File: config.mk
export PLATFORM = sky130hd
export DESIGN_NAME = alu_req_scheduler
export DESIGN_NICKNAME = d
export VERILOG_FILES = /design/src/rtl/alu_sched_pkg.sv /design/src/rtl/rr_arbiter.sv /design/src/rtl/alu_req_scheduler.sv
export SDC_FILE = /design/constraint.sdc
export NUM_CORES = 1
export LEC_CHECK = 0
export ABC_AREA = 1
export ABC_CLOCK_PERIOD_IN_PS = 6300
export BUFFER_PORTS_ARGS = -buffer_cell sky130_fd_sc_hd__buf_4
export CAP_MARGIN = 10
export CORE_MARGIN = 8
export CORE_UTILIZATION = 49
export DETAILED_ROUTE_END_ITERATION = 7
export PLACE_DENSITY = 0.91
export SYNTH_ARGS = -nofsm -noshare
export SYNTH_HDL_FRONTEND = slang
export SYNTH_SLANG_ARGS = --single-unit
export TNS_END_PERCENT = 20
File: constraint.sdc
create_clock -name clk -period 6.3 [get_ports clk]
set_input_delay 0.945 -clock clk [delete_from_list [all_inputs] [get_ports clk]]
set_output_delay 0.945 -clock clk [all_outputs]
set_load 0.03 [all_outputs]
File: src/rtl/alu_sched_pkg.sv
// Shared types and constants for the ALU request scheduler and its ALU environment.
package alu_sched_pkg;

    localparam int ALU_WIDTH = 8;
    localparam int ALU_DEPTH = 3;
    localparam int FLAG_W    = 3;

    typedef enum logic [1:0] {
        IDLE = 2'd0,
        EXEC = 2'd1,
        RESP = 2'd2
    } state_t;

    typedef struct packed {
        logic carry;
        logic zero;
        logic overflow;
    } flags_t;

endpackage

File: src/rtl/rr_arbiter.sv
// Combinational round-robin arbiter: the requester closest above last_grant (with wrap) wins.
module rr_arbiter #(
    parameter int NUM_REQ = 4,
    parameter int ID_W    = $clog2(NUM_REQ)
) (
    input  logic [NUM_REQ-1:0] req,
    input  logic [ID_W-1:0]    last_grant,
    input  logic               enable,
    output logic [NUM_REQ-1:0] grant,
    output logic [ID_W-1:0]    grant_idx
);

    int w_best_dist;
    int w_dist;

    // Distance 0 is the slot just after last_grant, so it carries top priority.
    always_comb begin
        grant       = '0;
        grant_idx   = '0;
        w_best_dist = NUM_REQ;
        w_dist      = 0;
        if (enable) begin
            for (int i = 0; i < NUM_REQ; i++) begin
                w_dist = (i - int'(last_grant) - 1 + NUM_REQ) % NUM_REQ;
                if (req[i] && (w_dist < w_best_dist)) begin
                    w_best_dist = w_dist;
                    grant       = '0;
                    grant[i]    = 1'b1;
                    grant_idx   = ID_W'(i);
                end
            end
        end
    end

endmodule

File: src/rtl/alu_req_scheduler.sv
// Round-robin scheduler sharing one combinational ALU between NUM_REQ requesters,
// returning each result on a single ID-tagged valid/ready response channel.
module alu_req_scheduler
    import alu_sched_pkg::*;
#(
    parameter int WIDTH   = ALU_WIDTH,
    parameter int DEPTH   = ALU_DEPTH,
    parameter int NUM_REQ = 4,
    parameter int ID_W    = $clog2(NUM_REQ)
) (
    input  logic                     clk,
    input  logic                     rst_n,
    input  logic [NUM_REQ-1:0]       req_valid,
    output logic [NUM_REQ-1:0]       req_ready,
    input  logic [NUM_REQ*WIDTH-1:0] req_a,
    input  logic [NUM_REQ*WIDTH-1:0] req_b,
    input  logic [NUM_REQ*DEPTH-1:0] req_op,
    output logic [WIDTH-1:0]         alu_operand_a,
    output logic [WIDTH-1:0]         alu_operand_b,
    output logic [DEPTH-1:0]         alu_opcode,
    input  logic [WIDTH-1:0]         alu_y,
    input  logic                     alu_carry,
    input  logic                     alu_zero,
    input  logic                     alu_overflow,
    output logic                     rsp_valid,
    input  logic                     rsp_ready,
    output logic [ID_W-1:0]          rsp_id,
    output logic [WIDTH-1:0]         rsp_y,
    output logic [FLAG_W-1:0]        rsp_flags,
    output logic                     busy
);

    state_t             r_state;
    state_t             w_state_nxt;
    logic [ID_W-1:0]    r_last_grant;
    logic [ID_W-1:0]    r_id;
    logic [WIDTH-1:0]   r_alu_a;
    logic [WIDTH-1:0]   r_alu_b;
    logic [DEPTH-1:0]   r_alu_op;
    logic               r_rsp_valid;
    logic [ID_W-1:0]    r_rsp_id;
    logic [WIDTH-1:0]   r_rsp_y;
    flags_t             r_rsp_flags;

    logic [NUM_REQ-1:0] w_grant;
    logic [ID_W-1:0]    w_grant_idx;
    logic               w_accept;
    logic [WIDTH-1:0]   w_sel_a;
    logic [WIDTH-1:0]   w_sel_b;
    logic [DEPTH-1:0]   w_sel_op;
    flags_t             w_alu_flags;

    rr_arbiter #(
        .NUM_REQ (NUM_REQ),
        .ID_W    (ID_W)
    ) u_arb (
        .req        (req_valid),
        .last_grant (r_last_grant),
        .enable     (r_state == IDLE),
        .grant      (w_grant),
        .grant_idx  (w_grant_idx)
    );

    assign w_accept    = (r_state == IDLE) && (|(req_valid & w_grant));
    assign w_alu_flags = '{carry: alu_carry, zero: alu_zero, overflow: alu_overflow};

    // One-hot grant selects the winning requester's operand slices.
    always_comb begin
        w_sel_a  = '0;
        w_sel_b  = '0;
        w_sel_op = '0;
        for (int i = 0; i < NUM_REQ; i++) begin
            if (w_grant[i]) begin
                w_sel_a  = req_a[i*WIDTH +: WIDTH];
                w_sel_b  = req_b[i*WIDTH +: WIDTH];
                w_sel_op = req_op[i*DEPTH +: DEPTH];
            end
        end
    end

    always_comb begin
        w_state_nxt = r_state;
        case (r_state)
            IDLE:    if (w_accept) w_state_nxt = EXEC;
            EXEC:    w_state_nxt = RESP;
            RESP:    if (rsp_ready) w_state_nxt = IDLE;
            default: w_state_nxt = IDLE;
        endcase
    end

    always_ff @(posedge clk or negedge rst_n) begin
        if (!rst_n) begin
            r_state      <= IDLE;
            r_last_grant <= ID_W'(NUM_REQ - 1);
        end else begin
            r_state <= w_state_nxt;
            if (w_accept) r_last_grant <= w_grant_idx;
        end
    end

    // ALU operand registers load on accept; the response is captured after the EXEC settle cycle.
    always_ff @(posedge clk or negedge rst_n) begin
        if (!rst_n) begin
            r_id        <= '0;
            r_alu_a     <= '0;
            r_alu_b     <= '0;
            r_alu_op    <= '0;
            r_rsp_valid <= 1'b0;
            r_rsp_id    <= '0;
            r_rsp_y     <= '0;
            r_rsp_flags <= '0;
        end else begin
            if (w_accept) begin
                r_alu_a  <= w_sel_a;
                r_alu_b  <= w_sel_b;
                r_alu_op <= w_sel_op;
                r_id     <= w_grant_idx;
            end
            if (r_state == EXEC) begin
                r_rsp_y     <= alu_y;
                r_rsp_flags <= w_alu_flags;
                r_rsp_id    <= r_id;
                r_rsp_valid <= 1'b1;
            end else if ((r_state == RESP) && rsp_ready) begin
                r_rsp_valid <= 1'b0;
            end
        end
    end

    assign req_ready     = w_grant;
    assign alu_operand_a = r_alu_a;
    assign alu_operand_b = r_alu_b;
    assign alu_opcode    = r_alu_op;
    assign rsp_valid     = r_rsp_valid;
    assign rsp_id        = r_rsp_id;
    assign rsp_y         = r_rsp_y;
    assign rsp_flags     = r_rsp_flags;
    assign busy          = (r_state != IDLE);

endmodule

==> metrics.md <==
| Metric | Value |
|---|---|
| Status | `finished clean` |
| Rows | `25` |
| TritonRoute pass-1 iters | `5` |
| Worst-margin pin slew | `0.9812 ns` |
| I/O Buffers | `131` |
| Synth top area share | `37.95%` |
| Nets@finish | `~570` |
| Netlist Area Pre-Place | `between 2000 and 2500 um2` |
| Worst Skew | `0.005226 ns` |
| Clock tree sinks | `39` |
| Mapped Nets | `450` |
| CTS max path bufs | `2` |
| GP Congestion | `between 0.9 and 1` |
| Commonest register cell after synthesis | `dfrtp_1` |
| Register Area | `978.4 um2` |
| Largest cells by area after synthesis | `dfrtp_1 38%, nand2_1 14%, nand4_1 9.7%` |
| Ant diodes | `0` |
| Post-synthesis cell type count | `23` |
| Top Ports | `around 130` |
| Mapped Cells | `348` |
| Crit end category | `output pin` |
| Vias in the first global route | `roughly 2800` |
| Initial Utilization | `between 50 and 60%` |
| Wire length per cell | `approximately 16 um` |
| Slew HR | `34.40%` |
| Post-Synth XOR/XNOR Area | `less than 1%` |
| Sequential share of the synthesized area | `40.10%` |
| Synth Area in Simple Gates | `41.54%` |
| RSZ-0062 raised after global routing | `no` |
| Slew Viols, Final | `0` |
| Dpl hpwl | `6381 um` |
| TritonCTS clock tree | `yes` |
| Total Power | `a little over 2000 uW` |
| Die area | `about 7500 um2` |
| Post-Syn Area per Cell | `roughly 7.0 um2` |
| Number of fill cells | `372` |
| Peak supply drop | `426.6 uV` |
| Reg clk slew, reported paths | `0.08 ns` |
| DR iter-0 viols | `between 150 and 200` |
| Largest family of logic cells by synthesized area | `simple AND/OR/NAND/NOR gates` |
| Cell area after layout | `3570 um2` |
| Via count | `2859` |
| WL final | `roughly 8400 um` |
| Achievable frequency | `197.4 MHz` |
| Fraction of synthesis flops using an asynchronous set or reset pin | `100.0%` |
| HP Class | `flop to flop` |
| Final setup viols | `0` |
| Post-DP Area | `3446 um2` |
| DRC | `0` |
| Later-pin clock latency in the skew report | `approximately 0.29 ns` |
| Crit Path Max Fanout | `26` |
| Yosys warns | `0` |
| Syn-to-layout area delta | `46.31%` |
| Tmin final | `5.066 ns` |
| Worst EP required | `5.35 ns` |
| CP arrival | `between 4 and 5 ns` |
| Startpoint types | `flop` |
| Remaining antenna violation count | `0` |
| Critical setup path kind | `flop to output pin` |
| Yosys reg bits | `39` |
| Most frequent cell after synthesis | `nand2_1` |
| Hold-fix buffers, CTS | `0` |
| Crit share post-route | `80.42%` |
| Total track usage | `21.93%` |
| Post CTS Setup Buffer Count | `0` |
| Post-CTS sizing | `0` |
| Synth area leader | `dfrtp_1` |
| Mux cell area share after synthesis | `0%` |
| Adder-cell share of the synthesized area | `4.103%` |
| Power density over the cells | `573.7 nW/um2` |
| Routed vias/inst | `5.314` |
| Die X-Extent | `86.57 um` |
| Layout cell share with drive strength beyond 1 | `33.33%` |
| Compound-Gate Fraction of Synth Area | `3.641%` |
| Die height | `86.57 um` |
| Clk root buf | `clkbuf_8` |
| Worst reg-to-reg setup slack | `1.81 ns` |
| Max-capacitance violation count | `0` |
| Leakage | `0.002043 uW` |
| Multi-input logic area | `1220 um2` |
| Post-synth EDFFs | `0` |
| CTS Buf Count | `5` |
| Pin count of the biggest net entering global routing | `40` |
| Core area | `4755 um2` |
| TNS Setup | `0 ns` |
| Top post-synthesis cells by count | `91 x nand2_1, 46 x nor2_1, 43 x nand3_1` |
| Initial antenna violation count | `0` |
| Global-route wire length before repair | `around 13000 um` |
| Final hold vios | `0` |
| GRT overflow | `0` |
| Max H-tree Level | `2` |
## per-stage QoR
stage	hold slack, ns	setup WS, ns	util (%)	cells
final	0.4809	1.234	75.08	538
after floorplan	0.4834	1.980	-	348
after global routing	0.5018	0.8632	75.08	538
after CTS	0.4802	1.266	74.84	537
after detailed placement	0.4609	1.600	72.47	529
after global placement	0.4542	1.695	72.47	529
## cells in the final DEF, fill, tap and decap left out, drive strengths merged, types with 2 or more instances in the layout
cell type	Yosys	routed
buf	13	137
clkbuf	9	5
clkinv	0	2
dfrtp	37	37
dfstp	2	2
ha	8	8
inv	38	38
nand2	93	93
nand3	45	45
nand4	38	38
nor2	47	47
o21ai	13	13
## critical path: stages, from the launching register on
cell     delay, ns
dfstp_2       0.62
inv_1         0.09
ha_1          0.36
nor2_1        0.07
o21ai_2       0.23
o21ai_0       0.12
o21ai_0       0.12
ha_1          0.27
nand2_1       0.07
nand2_1       0.04
nand2_1       0.05
nand2_1       0.05
nand2_1       0.07
nand2_2       0.29
o21ai_0       0.31
ha_1          0.27
nand2_1       0.06
nand2_1       0.04
nand2_1       0.08
nand3_2       0.07
buf_4         0.22
nor2_2        0.15
buf_4         0.18
## power by group
group	total, uW	internal, uW	leakage, uW	switching, uW
Sequential	466	391	0.000472	75.4
Clock	215	118	0.0000581	97.0
Combinational	1370	458	0.00151	908
Total	2050	967	0.00204	1080
## sequential cells by signal, summed over array words and instances (netlist names)
register and cells:
r_last_grant 2, r_id 2, rsp_valid 1, alu_opcode 3, r_state 2, rsp_flags 3, alu_operand_a 8, rsp_y 8
rsp_id 2, alu_operand_b 8
## worst paths after layout
kind / endpoint / from / cells after the start
min in group asynchronous: rsp_flags[0] / rst_n / 1
worst max-delay path: req_ready[3] / r_last_grant[0] / 22
worst max register to register: r_last_grant[0] / r_last_grant[0] / 25
worst min-delay path: rsp_y[1] / rsp_y[1] / 2
worst min register to register: rsp_y[1] / rsp_y[1] / 2
max in group asynchronous: r_last_grant[0] / rst_n / 1
## final cells by class
type / instances / area share [%]
tap: 67 / 2.348
timing repair buffer: 137 / 28.92
multi-input combinational: 249 / 34.17
inverter: 38 / 3.996
clock buffer: 5 / 1.928
clock inverter: 3 / 1.227
sequential: 39 / 27.41
## layer usage
layer  routed length [um]  global-route usage (%)  up-vias
li1                     -                       -     1373
met4                  136                   5.164        0
met1                 3328                   25.62     1301
met2                 4168                   37.99      166
met3                  816                   6.805       19
met5                    0                       0        -
## kinds of logic after synthesis
group                    after synthesis
flip-flops                            39
XOR/XNOR                               1
adder cells (fa/ha/maj)                8
buffers and inverters                 60
AND/OR/NAND/NOR                      224
AO/OA/AOI/OAI                         15
other                                  1
Power figures use the tool's default switching activity.
